==> config.mk <==
export PLATFORM = sky130hd
export DESIGN_NAME = debug_step_ctrl
export DESIGN_NICKNAME = d
export VERILOG_FILES = /design/src/rtl/debug_step_ctrl.sv
export SDC_FILE = /design/constraint.sdc
export NUM_CORES = 1
export LEC_CHECK = 0
export ABC_CLOCK_PERIOD_IN_PS = 7300
export CORE_ASPECT_RATIO = 0.75
export CORE_MARGIN = 3
export CORE_UTILIZATION = 37
export DETAILED_ROUTE_END_ITERATION = 12
export GPL_TIMING_DRIVEN = 0
export PLACE_DENSITY = 0.57
export REMOVE_ABC_BUFFERS = 1
export SYNTH_ARGS = -nofsm -noshare
export SYNTH_HDL_FRONTEND = slang
export SYNTH_SLANG_ARGS = --single-unit
==> constraint.sdc <==
create_clock -name clock -period 7.3 [get_ports clock]
set_clock_uncertainty 0.05 [all_clocks]
set_input_delay 2.19 -clock clock [delete_from_list [all_inputs] [get_ports clock]]
set_output_delay 2.19 -clock clock [all_outputs]
set_load 0.1 [all_outputs]
==> src/rtl/debug_step_ctrl.sv <==
// debug_step_ctrl: front-panel controller for the pipelined-processor board.
// Synchronizes and debounces the slide switches and two push buttons, then
// drives the register-select word, the processor clock-enable (single-step or
// free-run) and a 16-bit count of issued steps. All outputs are registered.
// DEBOUNCE_CYCLES must be at least 2; RUN_PERIOD must be at least 1.
module debug_step_ctrl #(
  parameter int DEBOUNCE_CYCLES = 1000000,
  parameter int RUN_PERIOD      = 50000000
) (
  input  logic        clock,
  input  logic        reset,
  input  logic        btn_step,
  input  logic        btn_mode,
  input  logic [5:0]  switch_raw,
  output logic [5:0]  switch,
  output logic        step_en,
  output logic        run_mode,
  output logic [15:0] step_count
);

  localparam int DB_W = (DEBOUNCE_CYCLES > 1) ? $clog2(DEBOUNCE_CYCLES) : 1;
  localparam int RP_W = (RUN_PERIOD > 1) ? $clog2(RUN_PERIOD) : 1;
  localparam logic [DB_W-1:0] DB_LAST = DB_W'(DEBOUNCE_CYCLES - 1);
  localparam logic [RP_W-1:0] RP_LAST = RP_W'(RUN_PERIOD - 1);

  typedef enum logic {
    ST_STEP = 1'b0,
    ST_RUN  = 1'b1
  } state_t;

  // Two-flop synchronizers; bit 1 is the synchronized value.
  logic [1:0]      step_sync;
  logic [1:0]      mode_sync;
  logic [5:0]      sw_sync1;
  logic [5:0]      sw_sync2;
  logic [5:0]      sw_prev;

  // Debouncer state.
  logic            step_stable;
  logic            step_stable_next;
  logic [DB_W-1:0] step_cnt;
  logic [DB_W-1:0] step_cnt_next;
  logic            mode_stable;
  logic            mode_stable_next;
  logic [DB_W-1:0] mode_cnt;
  logic [DB_W-1:0] mode_cnt_next;
  logic [5:0]      sw_stable_next;
  logic [DB_W-1:0] sw_cnt;
  logic [DB_W-1:0] sw_cnt_next;

  // Rising-edge pulses of the debounced buttons.
  logic            step_pulse;
  logic            mode_pulse;

  // Mode FSM.
  state_t          state;
  state_t          state_next;
  logic [RP_W-1:0] period;
  logic [RP_W-1:0] period_next;
  logic            step_en_next;

  // Bring every raw input into the clock domain through two flops.
  always_ff @(posedge clock or posedge reset) begin
    if (reset) begin
      step_sync <= 2'b00;
      mode_sync <= 2'b00;
      sw_sync1  <= 6'h00;
      sw_sync2  <= 6'h00;
      sw_prev   <= 6'h00;
    end else begin
      step_sync <= {step_sync[0], btn_step};
      mode_sync <= {mode_sync[0], btn_mode};
      sw_sync1  <= switch_raw;
      sw_sync2  <= sw_sync1;
      sw_prev   <= sw_sync2;
    end
  end

  // Step button debouncer: accept a new level once it has differed for DEBOUNCE_CYCLES edges.
  always_comb begin
    step_stable_next = step_stable;
    step_cnt_next    = step_cnt;
    if (step_sync[1] == step_stable) begin
      step_cnt_next = '0;
    end else if (step_cnt == DB_LAST) begin
      step_stable_next = step_sync[1];
      step_cnt_next    = '0;
    end else begin
      step_cnt_next = step_cnt + DB_W'(1);
    end
  end

  // Mode button debouncer, same rule as the step button.
  always_comb begin
    mode_stable_next = mode_stable;
    mode_cnt_next    = mode_cnt;
    if (mode_sync[1] == mode_stable) begin
      mode_cnt_next = '0;
    end else if (mode_cnt == DB_LAST) begin
      mode_stable_next = mode_sync[1];
      mode_cnt_next    = '0;
    end else begin
      mode_cnt_next = mode_cnt + DB_W'(1);
    end
  end

  // Switch word debouncer: a change of the synced word while counting restarts
  // the count, with the cycle of the change counting as the first of the new run.
  always_comb begin
    sw_stable_next = switch;
    sw_cnt_next    = sw_cnt;
    if (sw_sync2 == switch) begin
      sw_cnt_next = '0;
    end else if (sw_sync2 != sw_prev) begin
      sw_cnt_next = DB_W'(1);
    end else if (sw_cnt == DB_LAST) begin
      sw_stable_next = sw_sync2;
      sw_cnt_next    = '0;
    end else begin
      sw_cnt_next = sw_cnt + DB_W'(1);
    end
  end

  // Debouncer registers and registered rising-edge pulses (aligned with the stable update).
  always_ff @(posedge clock or posedge reset) begin
    if (reset) begin
      step_stable <= 1'b0;
      step_cnt    <= '0;
      mode_stable <= 1'b0;
      mode_cnt    <= '0;
      switch      <= 6'h00;
      sw_cnt      <= '0;
      step_pulse  <= 1'b0;
      mode_pulse  <= 1'b0;
    end else begin
      step_stable <= step_stable_next;
      step_cnt    <= step_cnt_next;
      mode_stable <= mode_stable_next;
      mode_cnt    <= mode_cnt_next;
      switch      <= sw_stable_next;
      sw_cnt      <= sw_cnt_next;
      step_pulse  <= step_stable_next & ~step_stable;
      mode_pulse  <= mode_stable_next & ~mode_stable;
    end
  end

  // Mode FSM next state: mode pulses win over step pulses and over period wraps.
  always_comb begin
    state_next   = state;
    period_next  = period;
    step_en_next = 1'b0;
    case (state)
      ST_STEP: begin
        if (mode_pulse) begin
          state_next  = ST_RUN;
          period_next = '0;
        end else if (step_pulse) begin
          step_en_next = 1'b1;
        end else begin
          step_en_next = 1'b0;
        end
      end
      ST_RUN: begin
        if (mode_pulse) begin
          state_next  = ST_STEP;
          period_next = '0;
        end else if (period == RP_LAST) begin
          period_next  = '0;
          step_en_next = 1'b1;
        end else begin
          period_next = period + RP_W'(1);
        end
      end
      default: begin
        state_next  = ST_STEP;
        period_next = '0;
      end
    endcase
  end

  // FSM state, period counter and registered outputs.
  always_ff @(posedge clock or posedge reset) begin
    if (reset) begin
      state      <= ST_STEP;
      period     <= '0;
      step_en    <= 1'b0;
      run_mode   <= 1'b0;
      step_count <= 16'h0000;
    end else begin
      state      <= state_next;
      period     <= period_next;
      step_en    <= step_en_next;
      run_mode   <= (state_next == ST_RUN);
      step_count <= step_count + {15'd0, step_en};
    end
  end

endmodule

==> flow_summary.json, run 1 <==
{
  "status": "complete, no violations",
  "hold_violations": 0,
  "relSlewSlack_pct": 34.1,
  "cts_made_buffers": 17,
  "synthAdderAreaFrac_pct": 1.44,
  "intPower_mw": 1.46,
  "cp_top_family": "buffers and inverters",
  "cp_max_fo": 5,
  "row_count": 39,
  "dr.pass1.iters": 5,
  "ys_types": 46,
  "drv_slew": 0,
  "min_period_ps": 4240,
  "core-area_um2": 15700,
  "clkPwrFrac_pct": 55.6,
  "peakVddDrop_mv": 0.171,
  "grt_start_max_net_pins": 76,
  "power_density_nw_per_um2": 247,
  "setup_viol": 0,
  "worst-path-stages": 1,
  "drt_wl_total_um": 11300,
  "fin_cells": 828,
  "overflow": 0,
  "cts-root-buf": "clkbuf_16",
  "critPathLaunchType": "register",
  "swShare_pct": 19.9,
  "syn-mean-instance-area_um2": 10.8,
  "syn2layout_area_growth_pct": 20.5,
  "ant_nets": 0,
  "synth_area_um2": 6100,
  "io_buffers": 33,
  "p_sw_uw": 362,
  "insertion_delay_ps": 410,
  "combPwrFrac_pct": 2.0,
  "synth_top_family_by_area": "simple AND/OR/NAND/NOR gates",
  "ys.flop_type": "dfrtp_1",
  "antennaDiodeCount": 0,
  "gp_congestion": 0.813,
  "synthMuxAreaShare_pct": 1.64,
  "cts.sinks": 136,
  "leakagePower_nw": 3.19,
  "track_usage_pct": 13.6,
  "period_share_pct": 58.1,
  "htree_levels": 4,
  "cts_tree": "done",
  "post_drt_wl_per_cell_um": 13.6,
  "hold_buffers": 0,
  "timing.hold.ws_ps": 294,
  "worstMarginPinSlew_ps": 985,
  "cts_resized": 0,
  "hp-class": "reg2reg",
  "grt_pass1_vias": 4236,
  "drive_above_1_share_pct": 7.70,
  "drc": 0,
  "fp.dieW_um": 154,
  "grt_antenna_before_repair": 0,
  "slowest_stage": "clkdlybuf4s50_1",
  "dp_cells": 796,
  "rsz0062_at_grt": "false",
  "reg2reg_depth": 6,
  "pwr-share-seq_pct": 42.4,
  "fillCellCount": 1410,
  "post_cts_buffers": 0,
  "vias": 4101,
  "regArea_um2": 3400,
  "synth_seq_cells": 136,
  "synthSimpleGateAreaFrac_pct": 22.8,
  "cts_buffer_depth": 2,
  "pre_cts_ws_ps": 3470,
  "path_clk_slew_ps": 60,
  "crit_chain": "clkdlybuf4s50_1",
  "critPathRequiredTime_ps": 5060,
  "vias_per_cell": 4.95,
  "yosysSeqAreaShare_pct": 55.8,
  "yosysWarnings": 0,
  "drv_cap": 0,
  "ios": 34,
  "critPathArrivalTime_ps": 2000,
  "finalNetCount": 627,
  "fin_ws_ps": 3060,
  "synth_largest_area_cell": "dfrtp_1",
  "multi_input_area_um2": 2590,
  "die_area_um2": 18100,
  "synth.top_cells.by_area": "dfrtp_1, xor2_1, xnor2_1",
  "criticalPathCategory": "reg2out",
  "netlist.area_leader.share_pct": 55.8,
  "slowest_delay_ps": 1170,
  "grt_pass1_wl_um": 20200,
  "yosys.area_share.xor_xnor_pct": 14.2,
  "die_y_um": 117,
  "dp_hpwl_um": 7500,
  "synth_edf_count": 0,
  "start_util_pct": 39.0,
  "synth_compound_area_share_pct": 2.34,
  "end_kind": "output pin",
  "netlist_instances": 566,
  "fmax_mhz": 236,
  "drtIter0Drc": 223,
  "async_flop_share_pct": 100,
  "hold_depth": 0,
  "critPathBufInv": 1
}
flip-flops by register name (all words and copies together), names as in the netlist:
| name | count |
|---|---|
| mode_cnt | 20 |
| mode_pulse | 1 |
| mode_stable | 1 |
| mode_sync | 2 |
| period | 26 |
| state | 1 |
| step_cnt | 20 |
| step_count | 16 |
| step_en | 1 |
| step_pulse | 1 |
| step_stable | 1 |
| step_sync | 2 |
| sw_cnt | 20 |
| sw_prev | 6 |
| sw_sync1 | 6 |
| sw_sync2 | 6 |
| switch | 6 |
kinds of logic after synthesis:
family | count (synthesis)
AOI/OAI and AO/OA | 20
adders and majority gates | 7
and+or+nand+nor | 274
buffers and inverters | 21
DFF | 136
xor gates and xnor gates | 99
muxes | 9
per-stage QoR:
| step | area (um^2) | util (%) | TNS, ps | power (mW) |
|---|---|---|---|---|
| after global routing | 7350 | 46.9 | 0 | 1.88 |
| after floorplan | 6040 | - | 0 | 0.807 |
| after detailed placement | 6660 | 42.5 | 0 | 0.823 |
| after CTS | 7350 | 46.9 | 0 | 1.84 |
| after global placement | 6620 | 42.3 | -53950 | 0.820 |
| final | 7350 | 46.9 | 0 | 1.82 |
layout by cell type, fill, tap and decap left out, types with 8 or more instances in the layout:
cell,instances
dfrtp_1,136
and4_1,9
xnor2_1,43
nand3_1,39
inv_1,11
nand4_1,26
clkdlybuf4s50_1,33
nor3_1,14
clkbuf_16,17
nor4_1,11
and3_1,15
mux2_2,8
xor2_1,56
nand2_1,42
nor2_1,89
cell type report:
| cell class | count | share of cell area [%] |
|---|---|---|
| tap | 205 | 3.49 |
| sequential | 136 | 46.3 |
| clock inverter | 14 | 3.64 |
| timing repair buffer | 34 | 4.87 |
| clock buffer | 18 | 5.84 |
| inverter | 12 | 0.681 |
| multi-input combinational | 409 | 35.2 |
worst reg2reg max path, delay by kind of cell (launching register included):
kind	cells	cell delay, ps
AOI/OAI and AO/OA	1	260
and+or+nand+nor	4	1200
adders and majority gates	1	220
DFF	1	410
cell usage after synthesis, drive strengths merged, types with 2 or more instances:
master and instances:
dfrtp 136, nor2 89, xor2 56, xnor2 43, nand2 42, nand3 39
nand4 26, and3 16, nor3 15, nor4 13, inv 12, and4 9
mux2 8, buf 7, ha 7, a21oi 6, nor4b 4, nand2b 3
o21ai 3, o41ai 3, or4 3, a21o 2, clkbuf 2, nand3b 2
nand4b 2, nor2b 2, nor3b 2, or2 2
path summary, 6_finish.rpt:
kind	startpoint	end	slack [ps]
min in group asynchronous	reset	sw_cnt[13]	2180
setup reg to reg	period[0]	period[20]	5010
max in group asynchronous	reset	step_pulse	4260
hold / removal	sw_sync1[0]	sw_sync2[0]	290
setup / recovery	step_count[2]	step_count[2]	3060
hold reg to reg	sw_sync1[0]	sw_sync2[0]	290
power by group through the flow:
stage	clock [mW]	combinational, mW	sequential (mW)
floorplan	0	0.0238	0.783
global placement	0	0.0356	0.785
detailed placement	0	0.0387	0.785
CTS	1.03	0.0389	0.771
global route	1.06	0.0430	0.772
finish	1.01	0.0367	0.771
per-layer routing:
| layer | vias up | track usage (%) | wire, um |
|---|---|---|---|
| met2 | 48 | 21.0 | 5060 |
| met3 | 14 | 3.20 | 345 |
| met5 | - | 0 | 0 |
| met4 | 0 | 5.53 | 143 |
| li1 | 2041 | - | - |
| met1 | 1998 | 18.6 | 5710 |
Note: power is estimated with default switching activity, not from simulation.
==> run 2, diff against run 1 <==
--- a/config.mk
+++ b/config.mk
@@ -5,7 +5,7 @@
 export SDC_FILE = /design/constraint.sdc
 export NUM_CORES = 1
 export LEC_CHECK = 0
-export ABC_CLOCK_PERIOD_IN_PS = 7300
+export ABC_CLOCK_PERIOD_IN_PS = 4000
 export CORE_ASPECT_RATIO = 0.75
 export CORE_MARGIN = 3
 export CORE_UTILIZATION = 37
==> constraint.sdc (replaced) <==
create_clock -name clock -period 4 [get_ports clock]
set_clock_uncertainty 0.05 [all_clocks]
set_input_delay 1.2 -clock clock [delete_from_list [all_inputs] [get_ports clock]]
set_output_delay 1.2 -clock clock [all_outputs]
set_load 0.1 [all_outputs]
==> results of run 2 <==
The final DEF is identical to that of run 1. Status: complete, no violations.
Main changes from that run: setup slack after placement 3470 ps -> 1160 ps; setup slack after layout 3060 ps -> 749 ps; register-to-register setup slack 5010 ps -> 1710 ps; total power 1.82 mW -> 3.32 mW; worst IR drop on VDD 0.171 mV -> 0.312 mV
